File: src/rtl/nes_joypad_dev.sv
// NES controller (4021-style) device model: strobe latches buttons, rd_n rising edge shifts.
// Optional turbo on A/B is built only when NES_JOYPAD_TURBO_EN is defined.
module nes_joypad_dev #(
  parameter int SYNC_STAGES     = 2,
  parameter int DATA_ACTIVE_LOW = 1,
  parameter int TURBO_DIV       = 4
) (
  input  logic       clk,
  input  logic       rst,
  input  logic [7:0] buttons,
  input  logic [1:0] turbo,
  input  logic       strobe_i,
  input  logic       rd_n_i,
  output logic       data_o,
  output logic [3:0] bit_cnt_o
);

  logic [SYNC_STAGES-1:0] r_strb_sync;
  logic [SYNC_STAGES-1:0] r_rd_sync;
  logic                   r_strb_d;
  logic                   r_rd_d;
  logic [7:0]             r_sr;
  logic [3:0]             r_bit_cnt;

  logic       w_strb;
  logic       w_rd;
  logic       w_strb_fall;
  logic       w_rd_rise;
  logic [7:0] w_eff;

  always_ff @(posedge clk or posedge rst) begin
    if (rst) begin
      r_strb_sync <= '0;
      r_rd_sync   <= '1;
      r_strb_d    <= 1'b0;
      r_rd_d      <= 1'b1;
    end else begin
      r_strb_sync <= {r_strb_sync[SYNC_STAGES-2:0], strobe_i};
      r_rd_sync   <= {r_rd_sync[SYNC_STAGES-2:0], rd_n_i};
      r_strb_d    <= w_strb;
      r_rd_d      <= w_rd;
    end
  end

  assign w_strb      = r_strb_sync[SYNC_STAGES-1];
  assign w_rd        = r_rd_sync[SYNC_STAGES-1];
  assign w_strb_fall = r_strb_d & ~w_strb;
  assign w_rd_rise   = w_rd & ~r_rd_d;

`ifdef NES_JOYPAD_TURBO_EN
  logic [7:0] r_turbo_cnt;
  logic       r_phase;

  // Counts polls (strobe falling edges); phase flips every TURBO_DIV polls.
  always_ff @(posedge clk or posedge rst) begin
    if (rst) begin
      r_turbo_cnt <= '0;
      r_phase     <= 1'b0;
    end else if (w_strb_fall) begin
      if (r_turbo_cnt == 8'(TURBO_DIV - 1)) begin
        r_turbo_cnt <= '0;
        r_phase     <= ~r_phase;
      end else begin
        r_turbo_cnt <= r_turbo_cnt + 8'd1;
      end
    end
  end

  always_comb begin
    w_eff    = buttons;
    w_eff[0] = buttons[0] & (~turbo[0] | r_phase);
    w_eff[1] = buttons[1] & (~turbo[1] | r_phase);
  end
`else
  logic w_unused_turbo;
  assign w_unused_turbo = ^{turbo, w_strb_fall};
  assign w_eff          = buttons;
`endif

  // Latch has priority over a coincident read edge.
  always_ff @(posedge clk or posedge rst) begin
    if (rst) begin
      r_sr      <= '0;
      r_bit_cnt <= '0;
    end else if (w_strb) begin
      r_sr      <= w_eff;
      r_bit_cnt <= '0;
    end else if (w_rd_rise) begin
      r_sr <= {1'b1, r_sr[7:1]};
      if (r_bit_cnt != 4'd8) begin
        r_bit_cnt <= r_bit_cnt + 4'd1;
      end
    end
  end

  generate
    if (DATA_ACTIVE_LOW != 0) begin : g_wire
      assign data_o = ~r_sr[0];
    end else begin : g_logical
      assign data_o = r_sr[0];
    end
  endgenerate

  assign bit_cnt_o = r_bit_cnt;

endmodule
File: config.mk
export PLATFORM = sky130hd
export DESIGN_NAME = nes_joypad_dev
export DESIGN_NICKNAME = d
export VERILOG_FILES = /design/src/rtl/nes_joypad_dev.sv
export SDC_FILE = /design/constraint.sdc
export NUM_CORES = 1
export LEC_CHECK = 0
export CAP_MARGIN = 40
export CORE_ASPECT_RATIO = 0.9
export CORE_MARGIN = 10
export CORE_UTILIZATION = 50
export CTS_CLUSTER_SIZE = 28
export DETAILED_ROUTE_END_ITERATION = 16
export PLACE_DENSITY_LB_ADDON = 0.08
export SETUP_SLACK_MARGIN = 0.2
export SLEW_MARGIN = 20
export SYNTH_ARGS = -nofsm -noshare
export SYNTH_HDL_FRONTEND = slang
export SYNTH_SLANG_ARGS = --single-unit
File: constraint.sdc
create_clock -name clk -period 1.8 [get_ports clk]
set_input_delay 0.27 -clock clk [delete_from_list [all_inputs] [get_ports clk]]
set_output_delay 0.27 -clock clk [all_outputs]
set_load 0.01 [all_outputs]
==> flow_summary.json <==
{
  "status": "finished clean",
  "ys_seq_area_share_pct": 56.9,
  "yosys_warnings": 0,
  "place.gp.congestion": 0.714,
  "cpPeakStageDelay_ps": 560,
  "wl_per_cell_um": 13.0,
  "detailed_place_hpwl_um": 1000,
  "ant_nets": 0,
  "vias": 522,
  "viasPerCell": 5.17,
  "n_antenna_cell": 0,
  "r2r_slack_ps": 390,
  "drc": 0,
  "nets": 103,
  "required_ps": 1530,
  "setup_viol": 0,
  "post_cts_buffers": 0,
  "hold_viol": 0,
  "netSwitchingFraction_pct": 22.9,
  "fin_setup_tns_ps": 0,
  "place_area_um2": 936,
  "layout-drive-gt1-share_pct": 15.1,
  "clockPowerShare_pct": 26.3,
  "post-route-util_pct": 67.3,
  "insertion_delay_ps": 270,
  "wl_um": 1320,
  "slew_violations": 0,
  "ys_types": 22,
  "core_um2": 1430,
  "ctsHtreeMaxLevel": 1,
  "synth_nets": 82,
  "fin_area_um2": 963,
  "dpl.cell_count": 97,
  "drt-pass1-iter-count": 4,
  "fmax_mhz": 653,
  "arrival_ps": 1260,
  "power.share.sequential_pct": 59.5,
  "ys_ff_latch": 17,
  "path_buf_inv": 1,
  "cp-start-kind": "flip-flop",
  "start_util_pct": 52.7,
  "numCtsBuffers": 3,
  "die_h_um": 56.9,
  "fin_crit_sh_pct": 85.1,
  "tightestPinTransition_ps": 348,
  "fp.dieArea_um2": 3460,
  "end_kind": "output pin",
  "ir_drop_uv": 503,
  "post_synth.cell_area_avg_um2": 11.4,
  "cts_resized": 0,
  "syn_to_final_growth_pct": 27.7,
  "grt_overflow": 0,
  "layoutNonFillerInstCount": 101,
  "p_switching_mw": 0.166,
  "cts_tree": "yes",
  "grt_pass1_vias": 558,
  "port_buffers": 16,
  "skew_ps": 2.19,
  "grt_first_pass_wirelength_um": 2260,
  "finalCriticalPeriod_ps": 1530,
  "path_clk_slew_ps": 90,
  "antenna_found_initial": 0,
  "cts_root_buffer": "clkbuf_4",
  "cts_sinks": 17,
  "cts.path.max_buffers": 2,
  "p_leak_nw": 0.424,
  "path_delay_family": "buffers and inverters",
  "max_slew_margin_pct": 76.8,
  "ctsHoldBuffers": 0,
  "track_usage_pct": 8.13,
  "intPower_mw": 0.558,
  "combPwrFrac_pct": 14.2,
  "syn_inst": 66,
  "slowest_stage": "clkdlybuf4s50_1",
  "worstPathCellList": "clkdlybuf4s50_1",
  "fp.dieW_um": 60.9,
  "cap_violations": 0,
  "powerDensity_nw_per_um2": 751,
  "fillerInstances": 123,
  "finalPower_mw": 0.724,
  "synthesis.area_um2": 754,
  "setup.worst_path.class": "flip-flop to output pin",
  "grt_start_max_net_pins": 18,
  "path_max_fanout": 5,
  "rsz0062_at_grt": "false",
  "drtIter0Drc": 6,
  "min_path_type": "input pin to async pin",
  "io_pins": 19,
  "rows": 13
}
Yosys cell counts:
cell type   n  area share, %
inv_1       4            2.0
nand2b_1    2            1.7
clkbuf_1    1           0.50
a21oi_1     1           0.66
nor2b_4     1            1.8
o21ai_1     7            4.6
a21bo_1     1            1.3
o21a_1      1            1.0
nand4_1     1           0.83
ha_1        2            3.3
nand4b_1    1            1.2
o21ai_0     1           0.66
dfstp_2     3             10
nor2_1      4            2.0
mux2_2      1            1.5
dfrtp_1    14             46
buf_6       1            1.5
buf_2       1           0.66
mux2_4      1            2.0
nor2b_1     1           0.83
nand2_1     9            4.5
mux2i_1     8             11
layer usage:
metal	vias to the layer above	wire length [um]	GRT usage [%]
li1	258	-	-
met1	246	592	10.4
met2	16	595	11.8
met3	2	117	3.15
met4	0	11	3.13
met5	-	0	0
path summary, 6_finish.rpt:
path | from | to | cells after the start
setup / recovery | bit_cnt_o[0] | bit_cnt_o[0] | 1
hold / removal | rst | r_sr[7] | 3
setup reg to reg | r_rd_sync[1] | bit_cnt_o[3] | 4
hold reg to reg | r_strb_sync[0] | r_strb_sync[1] | 0
max in group asynchronous | rst | r_rd_d | 3
min in group clk | r_strb_sync[0] | r_strb_sync[1] | 0
power by group through the flow:
stage / combinational [mW] / clock (mW) / sequential [mW]
global placement: 0.101 / 0 / 0.437
CTS: 0.105 / 0.203 / 0.431
finish: 0.103 / 0.190 / 0.430
detailed placement: 0.105 / 0 / 0.438
floorplan: 0.0600 / 0 / 0.432
global route: 0.116 / 0.218 / 0.435
stage by stage:
stage	setup slack, ps	hold WS (ps)
after floorplan	473	194
after global placement	409	333
after detailed placement	395	339
after CTS	210	285
after global routing	229	311
final	268	285
cell families after synthesis:
group / share of synthesized area [%]
fa+ha+maj: 3.32
flops: 56.9
compound gates: 8.29
mux: 14.1
simple gates: 12.8
buf+inv: 4.64
sequential cells by signal, summed over array words and instances (netlist names):
register / count
bit_cnt_o: 4
r_rd_sync: 2
r_sr: 8
r_strb_sync: 2
r_rd_d: 1
cell type report:
| cell class | instances | area [um^2] | area share (%) |
|---|---|---|---|
| inverter | 4 | 15.0 | 1.56 |
| timing repair buffer | 19 | 183 | 19.0 |
| sequential | 17 | 430 | 44.7 |
| multi-input combinational | 42 | 290 | 30.1 |
| clock buffer | 4 | 26.3 | 2.73 |
| tap | 15 | 18.8 | 1.95 |
placed cells by master, fill, tap and decap left out:
cell type        count
dfrtp_2              1
buf_4                3
a21oi_1              1
nor2b_1              1
mux2_2               1
o21ai_0              1
nand2_1              9
clkbuf_1             1
nor2_1               4
clkdlybuf4s50_1     16
ha_1                 2
nand2b_1             2
nand4b_1             1
clkbuf_4             3
mux2i_1              8
a21bo_1              1
dfstp_2              3
nor2b_4              1
o21a_1               1
o21ai_1              7
mux2_4               1
inv_1                4
nand4_1              1
dfrtp_1             13
Note: power is estimated with default switching activity, not from simulation.
